===== src/rtl/interrupt_sequencer.sv =====
// Priority-nested interrupt sequencer: synchronises/edge-detects request lines, arbitrates by
// fixed priority (highest index wins) and keeps an {id, return-pc} stack for nested handlers.
module interrupt_sequencer #(
    parameter int               WIDTH      = 32,
    parameter int               NUM_SRC    = 3,
    parameter logic [WIDTH-1:0] VEC_BASE   = 32'h0000_0100,
    parameter logic [WIDTH-1:0] VEC_STRIDE = 32'h0000_0010,
    localparam int              ID_W       = (NUM_SRC > 1) ? $clog2(NUM_SRC) : 1,
    localparam int              DEPTH_W    = $clog2(NUM_SRC + 1)
) (
    input  logic               clk,
    input  logic               rst,
    input  logic [NUM_SRC-1:0] src_in,
    input  logic [NUM_SRC-1:0] src_en,
    input  logic               halt,
    input  logic               irq_take,
    input  logic [WIDTH-1:0]   ret_pc,
    input  logic               irq_ret,
    output logic               irq_req,
    output logic [ID_W-1:0]    irq_id,
    output logic [WIDTH-1:0]   irq_vec,
    output logic [WIDTH-1:0]   epc,
    output logic [NUM_SRC-1:0] pending,
    output logic [NUM_SRC-1:0] in_service,
    output logic [DEPTH_W-1:0] depth,
    output logic               stack_err
);

    logic [NUM_SRC-1:0] sync1_q, sync2_q, prev_q;
    logic [NUM_SRC-1:0] pending_q, pending_d;
    logic [NUM_SRC-1:0] in_service_q, in_service_d;
    logic [DEPTH_W-1:0] depth_q, depth_d;
    logic               stack_err_q, stack_err_d;
    logic [ID_W-1:0]    id_q [NUM_SRC];
    logic [ID_W-1:0]    id_d [NUM_SRC];
    logic [WIDTH-1:0]   pc_q [NUM_SRC];
    logic [WIDTH-1:0]   pc_d [NUM_SRC];

    logic [NUM_SRC-1:0] src_edge, cand;
    logic [ID_W-1:0]    top_id, win_id;
    logic               do_take, do_push, do_ret;

    assign src_edge = sync2_q & ~prev_q;

    // Top-of-stack lookup; entry depth-1 is the most recently pushed handler.
    always_comb begin
        top_id = '0;
        epc    = '0;
        for (int i = 0; i < NUM_SRC; i++) begin
            if (depth_q == DEPTH_W'(i + 1)) begin
                top_id = id_q[i];
                epc    = pc_q[i];
            end
        end
    end

    always_comb begin
        cand   = '0;
        win_id = '0;
        for (int i = 0; i < NUM_SRC; i++) begin
            cand[i] = pending_q[i] & src_en[i] & ((depth_q == '0) | (ID_W'(i) > top_id));
        end
        for (int i = 0; i < NUM_SRC; i++) begin
            if (cand[i]) win_id = ID_W'(i);
        end
        irq_req = (|cand) & ~halt;
        irq_id  = irq_req ? win_id : '0;
        irq_vec = irq_req ? (VEC_BASE + WIDTH'(win_id) * VEC_STRIDE) : '0;
    end

    assign do_ret  = irq_ret & (depth_q != '0);
    assign do_take = irq_take & irq_req & ~irq_ret;
    assign do_push = do_take & (depth_q != DEPTH_W'(NUM_SRC));

    always_comb begin
        pending_d    = pending_q;
        in_service_d = in_service_q;
        depth_d      = depth_q;
        id_d         = id_q;
        pc_d         = pc_q;
        stack_err_d  = stack_err_q
                     | (irq_ret & (depth_q == '0))
                     | (irq_take & irq_ret)
                     | (do_take & ~do_push);
        for (int i = 0; i < NUM_SRC; i++) begin
            if (do_push && (win_id == ID_W'(i))) begin
                pending_d[i]    = 1'b0;
                in_service_d[i] = 1'b1;
            end
            if (do_push && (depth_q == DEPTH_W'(i))) begin
                id_d[i] = win_id;
                pc_d[i] = ret_pc;
            end
            if (do_ret && (top_id == ID_W'(i))) in_service_d[i] = 1'b0;
        end
        // A fresh edge in the same cycle as the take must not be lost.
        pending_d = pending_d | src_edge;
        if (do_push)     depth_d = depth_q + DEPTH_W'(1);
        else if (do_ret) depth_d = depth_q - DEPTH_W'(1);
    end

    always_ff @(posedge clk or posedge rst) begin
        if (rst) begin
            sync1_q      <= '0;
            sync2_q      <= '0;
            prev_q       <= '0;
            pending_q    <= '0;
            in_service_q <= '0;
            depth_q      <= '0;
            stack_err_q  <= 1'b0;
            for (int i = 0; i < NUM_SRC; i++) begin
                id_q[i] <= '0;
                pc_q[i] <= '0;
            end
        end else begin
            sync1_q      <= src_in;
            sync2_q      <= sync1_q;
            prev_q       <= sync2_q;
            pending_q    <= pending_d;
            in_service_q <= in_service_d;
            depth_q      <= depth_d;
            stack_err_q  <= stack_err_d;
            id_q         <= id_d;
            pc_q         <= pc_d;
        end
    end

    assign pending    = pending_q;
    assign in_service = in_service_q;
    assign depth      = depth_q;
    assign stack_err  = stack_err_q;

endmodule


===== config.mk =====
export PLATFORM = sky130hd
export DESIGN_NAME = interrupt_sequencer
export DESIGN_NICKNAME = d
export VERILOG_FILES = /design/src/rtl/interrupt_sequencer.sv
export SDC_FILE = /design/constraint.sdc
export NUM_CORES = 1
export LEC_CHECK = 0
export ABC_AREA = 1
export ABC_CLOCK_PERIOD_IN_PS = 5000
export CAP_MARGIN = 20
export CORE_UTILIZATION = 45
export CTS_CLUSTER_SIZE = 14
export DETAILED_ROUTE_END_ITERATION = 8
export HOLD_SLACK_MARGIN = 0.05
export PLACE_DENSITY = 0.76
export SETUP_SLACK_MARGIN = 0.2
export SYNTH_ARGS = -nofsm -noshare
export SYNTH_HDL_FRONTEND = slang
export SYNTH_SLANG_ARGS = --single-unit

===== constraint.sdc =====
create_clock -name clk -period 5 [get_ports clk]
set_input_delay 0.5 -clock clk [delete_from_list [all_inputs] [get_ports clk]]
set_output_delay 0.5 -clock clk [all_outputs]
set_load 0.05 [all_outputs]

==> impl_metrics.toml, run 1 <==
[floorplan]
die_w_um = 112.8
dieArea_um2 = 12730
die_h_um = 112.8
ios = 119
rows = 40
design.core.area_um2 = 12010
start_util = 0.4602

[clock_network]
clock-root-buffer = "clkbuf_16"
cts_tree = "yes"
cts_buffers = 17
clockBufferDepth = 2
insertion_delay_ns = 0.41
h-tree-depth = 4
cts_resized = 0
cts_sinks = 120
post-cts-setup-buffers = 0
cts.hold.buffers_added = 0
path_clk_slew_ns = 0.05

[sta]
period_needed_ns = 4.263
finalSetupTns_ns = 0
setup-violations-final = 0
worst_pin_slew_ns = 0.8982
rsz0062_at_grt = "no"
hold_viol_final = 0
slew_viol_final = 0
period_share = 0.8527
clock-skew-final_ns = 0.01092
slew_headroom = 0.3998
fmax_mhz = 234.6
holdWs_ns = 0.3503

[worst_setup_path]
path_max_fanout = 37
reg2reg_to = "pc_q[88]$_DFFE_PP0P_"
reg2regPathDepth = 16
crit_end = "irq_vec[4]"
crit_start = "depth[0]$_DFFE_PP0P_"
r2r-start = "depth[0]$_DFFE_PP0P_"
worstPathArrival_ns = 3.76
end_kind = "output port"
start_kind = "register"
critPathKind = "reg -> out"
required_ns = 4.50
ff2ff_setup_slack_ns = 1.37

[detailed_routing]
wl_met3_um = 770
ant_nets = 0
wl_met1_mm = 5.481
wl_per_cell_um = 14.69
routed_wl_mm = 13.40
drc_errors = 0
viasPerCell = 5.124
top_layer_used = "met4"
drt_pass1_iterations = 5
drtIter0Drc = 355
route.met2.wl_mm = 6.931
vias = 4673

[finish]
antenna_cells = 0
fin_cells = 912
final_net_count = 799
nFillCells = 1046
multi_input_area_um2 = 2182
drive_gt1_frac = 0.06667
seq_area_um2 = 3003
area_growth_pct = 27.18

[global_routing]
grt_pass1_wl_mm = 22.16
grt_overflow = 0
grt_start_max_net_pins = 89
grt_pass1_vias = 4686
grt_util_all_layers = 0.2225
antenna_found_initial = 0

[place]
place_inst = 879
dp_hpwl_mm = 8.229
finalWeightedCongestion = 0.8378
io_buffer_count = 89

[synth]
ys_ff_latch = 120
yosys-top-cells-area = "dfrtp_1 54%, nand2_1 25%, buf_4 4.8%"
synth_edf_count = 0
synth_ff_type = "dfrtp_1"
synth_top_area_cell = "dfrtp_1"
yosysSeqAreaShare = 0.5432
synthTopCellsByCount = "362 x nand2_1, 120 x dfrtp_1, 36 x o21ai_0, 35 x buf_4, 32 x a22oi_1"
ys_warn_count = 0
yosysMostFrequentCell = "nand2_1"
synth_cells = 675
netlist_area_um2 = 5528
synth_top_cell_area_share = 0.5432
yosysUniqueCellTypes = 26
async_flop_share = 1.000
synth_area_per_cell_um2 = 8.189

[power_and_ir_drop]
power_density_nw_per_um2 = 706.9
p_leak_nw = 3.515
ir_drop_uv = 383.4

[min_path]
hold_class = "reg -> reg"

[status]
status = "completed"

[run]
maxCapViolCount = 0
==> through the flow <==
stage / worst slack [ns] / utilization / total power [mW] / instance area, µm²
after floorplan: 1.314 / - / 3.021 / 5633
after global placement: 1.324 / 0.5301 / 3.572 / 6367
after detailed placement: 1.228 / 0.5301 / 3.654 / 6367
after CTS: 0.7367 / 0.5830 / 4.989 / 7003
after global routing: 0.4617 / 0.5853 / 5.236 / 7030
final: 0.7367 / 0.5853 / 4.970 / 7030
==> cell type report <==
| cell class | count | area share |
|---|---|---|
| timing repair buffer | 95 | 0.1360 |
| clock inverter | 13 | 0.02883 |
| multi-input combinational | 500 | 0.3104 |
| clock buffer | 19 | 0.06158 |
| tap | 147 | 0.02616 |
| sequential | 120 | 0.4271 |
| inverter | 18 | 0.009966 |
==> registers in the layout, indices dropped and copies added (netlist names) <==
name        count
id_q            6
depth           2
sync2_q         3
sync1_q         3
pending         3
prev_q          3
stack_err       1
in_service      3
pc_q           96
==> logic make-up after synthesis <==
family,share of synthesized area
AND/OR/NAND/NOR,0.2825
flip-flops,0.5432
other,0.0006784
AO/OA/AOI/OAI,0.07945
adder cells (fa/ha/maj),0.009054
buffers and inverters,0.08510
==> worst min-delay path by stage <==
stage	end	cells after the start	slack, ns	from
final	sync2_q[0]$_DFF_PP0_	0	0.35	sync1_q[0]$_DFF_PP0_
after detailed placement	sync2_q[2]$_DFF_PP0_	0	0.34	sync1_q[2]$_DFF_PP0_
after global placement	sync2_q[1]$_DFF_PP0_	0	0.34	sync1_q[1]$_DFF_PP0_
after CTS	sync2_q[0]$_DFF_PP0_	0	0.35	sync1_q[0]$_DFF_PP0_
after global routing	sync2_q[0]$_DFF_PP0_	0	0.37	sync1_q[0]$_DFF_PP0_
after floorplan	sync2_q[0]$_DFF_PP0_	0	0.33	sync1_q[0]$_DFF_PP0_
==> power breakdown <==
group	internal (mW)	switching, mW
Sequential	1.37	0.222
Clock	0.881	0.427
Combinational	0.638	1.43
Total	2.89	2.08
==> worst max-delay path, cell delays in order (launching register included) <==
cell and delay, ns:
dfrtp_1 0.42, inv_1 0.13, ha_2 0.75, a21oi_1 0.14, nand2_1 0.11, nand2_2 0.08
o21ai_2 0.25, inv_1 0.15, nor2_1 0.26, inv_1 0.11, nor2_1 0.13, clkdlybuf4s50_1 0.82
==> per-layer routing <==
layer  up-vias  global-route usage
li1       2212                   -
met1      2267              0.2722
met2       171              0.3889
met3        23             0.03964
met4         0             0.09244
met5         -                   0
==> cells in the final DEF (no fill, tap or decap), types with 2 or more instances in the layout <==
cell	instances
inv_1	14
nand2_1	362
nor2_4	3
clkbuf_1	2
a22oi_1	32
clkbuf_16	17
clkdlybuf4s50_1	89
or2_1	2
inv_2	3
ha_2	2
bufinv_16	5
ha_1	2
a21oi_1	2
clkinv_4	2
conb_1	29
dfrtp_1	120
o21ai_0	36
buf_4	5
clkinv_2	4
clkinvlp_4	2
nand3_1	7
nor2_1	14
nor3b_1	2
Note: power is estimated with default switching activity, not from simulation.
==> run 2, diff against run 1 <==
--- a/config.mk
+++ b/config.mk
@@ -8,7 +8,10 @@
 export ABC_AREA = 1
 export ABC_CLOCK_PERIOD_IN_PS = 5000
 export CAP_MARGIN = 20
+export CORE_ASPECT_RATIO = 1.75
+export CORE_MARGIN = 4
 export CORE_UTILIZATION = 45
+export CTS_CLUSTER_DIAMETER = 120
 export CTS_CLUSTER_SIZE = 14
 export DETAILED_ROUTE_END_ITERATION = 8
 export HOLD_SLACK_MARGIN = 0.05
==> run 2 against run 1 <==
Sequential share of layout area about the same. Setup slack improved by 0.070 ns. Non-clock buffer count did not move. First-iteration DRC count shrank 7.3%. Core utilization hardly changed. Design area fell by 0.11%. Sequential power is essentially flat. Global-route usage down 2.5 points. Highest routed layer unchanged.
==> impl_metrics.toml, run 2 (synthesis gave the netlist of run 1 again) <==
[status]
status = "completed"

[global_routing]
grt_overflow = 0
grt_pass1_wl_mm = 22.27
grt_pass1_vias = 4647
grtUsageMet3 = 0.04380
grt_start_max_net_pins = 93
met2_usage = 0.3690
busiest_layer = "met2"
grt_util_all_layers = 0.1979
use_met1 = 0.2118
antenna_found_initial = 0

[finish]
area_growth_pct = 27.05
final_area_um2 = 7023
top_register = "pc_q"
final_common_cell = "nand2_1"
antenna_cells = 0
final_net_count = 799
drive_gt1_frac = 0.06928
largest_reg_flops = 96
fin_cells = 930
mostFrequentLayoutCells = "362 x nand2_1, 120 x dfrtp_1, 89 x clkdlybuf4s50_1"
largestRegisters = "pc_q: 96 flops, id_q: 6 flops"

[clock_network]
cts_tree = "yes"
cts_buffers = 17
cts.hold.buffers_added = 0
clockBufferDepth = 2
h-tree-depth = 4
post-cts-setup-buffers = 0
clock-root-buffer = "clkbuf_16"
cts_sinks = 120
path_clk_slew_ns = 0.06
insertion_delay_ns = 0.41
cts_resized = 0

[power_and_ir_drop]
p_sw_frac = 0.4250
pwr-share-seq = 0.326
p_sw_mw = 2.076
p_int_mw = 2.809
power.share.clock = 0.251
p_leak_nw = 3.495
combPwrFrac = 0.423
ir_drop_uv = 343.6
power_density_nw_per_um2 = 695.6
power.total_mw = 4.885

[worst_setup_path]
required_ns = 4.50
critPathKind = "reg -> out"
start_kind = "register"
reg2regPathDepth = 16
ff2ff_setup_slack_ns = 1.42
r2r-start = "depth[0]$_DFFE_PP0P_"
reg2reg_to = "pc_q[16]$_DFFE_PP0P_"
end_kind = "output port"
worstPathArrival_ns = 3.69
path_max_fanout = 37

[floorplan]
start_util = 0.4605
design.core.area_um2 = 12000
ios = 119
die_w_um = 91.78
die_h_um = 154.6
dieArea_um2 = 14190
rows = 53

[sta]
finalSetupTns_ns = 0
hold_viol_final = 0
slew_viol_final = 0
worst_pin_slew_ns = 0.8724
rsz0062_at_grt = "no"
clock-skew-final_ns = 0.006231
period_share = 0.8386
slew_headroom = 0.4170
setup-violations-final = 0
fmax_mhz = 238.5
period_needed_ns = 4.193

[min_path]
hp-start = "sync1_q[2]$_DFF_PP0_"
hold_class = "reg -> reg"
holdPathEnd = "sync2_q[2]$_DFF_PP0_"
hold_depth = 0

[detailed_routing]
viasPerCell = 4.965
drt_pass1_iterations = 5
wl_per_cell_um = 14.80
drtIter0Drc = 329
ant_nets = 0
drc_errors = 0
vias = 4617
routed_wl_mm = 13.76

[place]
io_buffer_count = 89
finalWeightedCongestion = 0.7681
post_dp_cell_area_um2 = 6390
place_inst = 897
dp_hpwl_mm = 8.982

[run]
maxCapViolCount = 0
run 2: worst max path at each step:
stage,from,to
finish,depth[0]$_DFFE_PP0P_,irq_vec[4]
global route,depth[0]$_DFFE_PP0P_,irq_id[0]
CTS,depth[0]$_DFFE_PP0P_,irq_vec[4]
detailed placement,depth[0]$_DFFE_PP0P_,irq_vec[4]
global placement,depth[0]$_DFFE_PP0P_,irq_vec[4]
floorplan,rst,depth[0]$_DFFE_PP0P_
run 2: power by group through the flow:
stage	Clock [mW]	Combinational [mW]	Sequential [mW]
2_1_floorplan	0	1.40	1.62
3_3_place_gp	0	2.02	1.57
3_5_place_dp	0	2.07	1.59
4_1_cts	1.24	2.08	1.59
5_1_grt	1.30	2.23	1.63
6_report	1.23	2.07	1.59
run 2: cell type report:
class	count	area, µm²
clock buffer	19	452.9
sequential	120	3003
timing repair buffer	95	955.9
tap	165	206.4
inverter	18	70.07
clock inverter	13	152.6
fill	1017	4980
multi-input combinational	500	2182
run 2: worst max-delay path, stage by stage, from the launching register on:
cell and delay (ns):
dfrtp_1 0.43, inv_1 0.12, ha_2 0.73, a21oi_1 0.13, nand2_1 0.11, nand2_2 0.08, o21ai_2 0.25, inv_1 0.13
nor2_1 0.24, inv_1 0.11, nor2_1 0.13, clkdlybuf4s50_1 0.82
run 2: through the flow:
step,setup WS [ns],hold WS (ns),utilization
after floorplan,1.314,0.3312,-
after detailed placement,1.232,0.3355,0.5324
after global routing,0.4249,0.3528,0.5851
after global placement,1.344,0.3349,0.5324
after CTS,0.7851,0.3467,0.5828
final,0.8071,0.3440,0.5851
run 2: routing by layer:
metal	share of wire	wire length [µm]
met1	0.37	5087
met2	0.56	7663
met5	0	0
met3	0.046	631
met4	0.027	378
==> run 3, diff against run 2 <==
--- a/config.mk
+++ b/config.mk
@@ -6,7 +6,7 @@
 export NUM_CORES = 1
 export LEC_CHECK = 0
 export ABC_AREA = 1
-export ABC_CLOCK_PERIOD_IN_PS = 5000
+export ABC_CLOCK_PERIOD_IN_PS = 4180
 export CAP_MARGIN = 20
 export CORE_ASPECT_RATIO = 1.75
 export CORE_MARGIN = 4
==> constraint.sdc (replaced) <==
create_clock -name clk -period 4.18 [get_ports clk]
set_input_delay 0.418 -clock clk [delete_from_list [all_inputs] [get_ports clk]]
set_output_delay 0.418 -clock clk [all_outputs]
set_load 0.05 [all_outputs]
==> run 3 against run 2 <==
Sequential share of layout area down 0.44 points. Flip-flop and latch count unchanged. Design area up 1.0%. Power up 22%. Via count up 1.4%. Combinational power up 21%. Highest routed layer unchanged. Wire length up 1.2%. Die area unchanged.
==> impl_metrics.toml, run 3 (synthesis gave the netlist of run 1 again) <==
[status]
status = "completed"

[finish]
final_common_cell = "nand2_1"
mostFrequentLayoutCells = "362 x nand2_1, 120 x dfrtp_1, 87 x clkdlybuf4s50_1"
largestRegisters = "pc_q: 96 flops, id_q: 6 flops"
top_register = "pc_q"
area_growth_pct = 28.36
antenna_cells = 0
final_area_um2 = 7096
final_net_count = 801
drive_gt1_frac = 0.06789
largest_reg_flops = 96

[detailed_routing]
viasPerCell = 5.027
drt_pass1_iterations = 5
wl_per_cell_um = 14.96
vias = 4680
drc_errors = 0
drtIter0Drc = 306
ant_nets = 0
routed_wl_mm = 13.93

[place]
dp_hpwl_mm = 9.176
finalWeightedCongestion = 0.8591
pre_cts_ws_ns = 0.7838
io_buffer_count = 89
post_dp_cell_area_um2 = 6450

[worst_setup_path]
r2r-start = "depth[0]$_DFFE_PP0P_"
crit_start = "depth[0]$_DFFE_PP0P_"
slowest_delay_ns = 0.71
crit_top_cell = "nand2_1"
crit_buf_inv = 4
slowest_stage = "clkdlybuf4s50_1"
cp_top_family = "buffers and inverters"
start_kind = "register"
end_kind = "output port"
required_ns = 3.76
worstPathArrival_ns = 3.29
critPathKind = "reg -> out"
path_max_fanout = 20
path_cells = "inv_1 -> ha_2 -> buf_4 -> a21oi_1 -> nand2_1 -> nand2_1 -> nand2_1 -> nand2_1 -> nand2_1 -> nand3_2 -> nand2_1 -> inv_1 -> clkdlybuf4s50_1"

[sta]
setup-violations-final = 0
slew_headroom = 0.4029
rsz0062_at_grt = "no"
layout_setup_ws_ns = 0.4727
finalSetupTns_ns = 0
worst_pin_slew_ns = 0.8936
clock-skew-final_ns = 0.008774
period_needed_ns = 3.707
slew_viol_final = 0
period_share = 0.8869
fmax_mhz = 269.7
hold_viol_final = 0

[run]
maxCapViolCount = 0

[power_and_ir_drop]
ir_drop_uv = 582.4
p_leak_nw = 3.574
power.total_mw = 5.959
power_density_nw_per_um2 = 839.9

[floorplan]
rows = 53
die_h_um = 154.6
design.core.area_um2 = 12000
start_util = 0.4605
die_w_um = 91.78
dieArea_um2 = 14190
ios = 119

[global_routing]
grt_overflow = 0
grt_pass1_vias = 4796
antenna_found_initial = 0
grt_util_all_layers = 0.2044
grt_start_max_net_pins = 48
grt_pass1_wl_mm = 22.86

[clock_network]
clock-root-buffer = "clkbuf_16"
insertion_delay_ns = 0.41
cts_tree = "yes"
path_clk_slew_ns = 0.05
cts_sinks = 120
post-cts-setup-buffers = 0
h-tree-depth = 4
clockBufferDepth = 2
cts_buffers = 17

[min_path]
hold_class = "reg -> reg"
hp-start = "sync1_q[0]$_DFF_PP0_"
==> run 3: cell type report <==
class / count / area, µm²
Fill cell: 1019 / 4907
Inverter: 18 / 70.07
Timing Repair Buffer: 97 / 993.5
Tap cell: 165 / 206.4
Sequential cell: 120 / 3003
Multi-Input combinational cell: 500 / 2192
Clock buffer: 23 / 488.0
Clock inverter: 8 / 142.6
==> run 3: power by group <==
group | internal [mW] | switching [mW] | total (mW) | leakage [nW]
sequential | 1.64 | 0.278 | 1.91 | 1.52
combinational | 0.782 | 1.71 | 2.50 | 1.75
clock | 1.05 | 0.494 | 1.55 | 0.309
total | 3.47 | 2.49 | 5.96 | 3.57
==> run 3: repair_timing <==
item / 4_1_cts / 5_1_grt
setup endpoints to repair: 0 / 4
gates resized for setup: 0 / 3
hold buffers: 0 / 0
==> run 3: worst paths after layout <==
kind                                   endpoint  slack (ns)  cells past startpoint
setup / recovery                     irq_vec[8]        0.47                     13
hold / removal             sync2_q[0]$_DFF_PP0_        0.35                      0
setup reg to reg            pc_q[6]$_DFFE_PP0P_        0.82                     16
hold reg to reg            sync2_q[0]$_DFF_PP0_        0.35                      0
max in group asynchronous  pc_q[46]$_DFFE_PP0P_        2.80                      3
min in group asynchronous  sync1_q[0]$_DFF_PP0_        0.43                      2
==> run 3: per-stage QoR <==
stage | util | hold WS, ns | instances
floorplan | - | 0.3312 | 703
global placement | 0.5374 | 0.3353 | 900
detailed placement | 0.5374 | 0.3358 | 900
CTS | 0.5899 | 0.3479 | 931
global route | 0.5912 | 0.3575 | 931
finish | 0.5912 | 0.3453 | 931
==> run 3: worst reg2reg max path: cells and delay by family, from the launching register on <==
family,cells,cell delay (ns)
adders and majority gates,1,0.35
and+or+nand+nor,10,1.34
AOI/OAI and AO/OA,1,0.20
DFF,1,0.44
buffers and inverters,4,0.93
==> run 3: layer usage <==
layer / up-vias / share of wire / global-route usage
li1: 2212 / - / -
met1: 2268 / 0.37 / 0.2241
met2: 176 / 0.54 / 0.3648
met3: 24 / 0.058 / 0.05207
met4: 0 / 0.025 / 0.09639
met5: - / 0 / 0
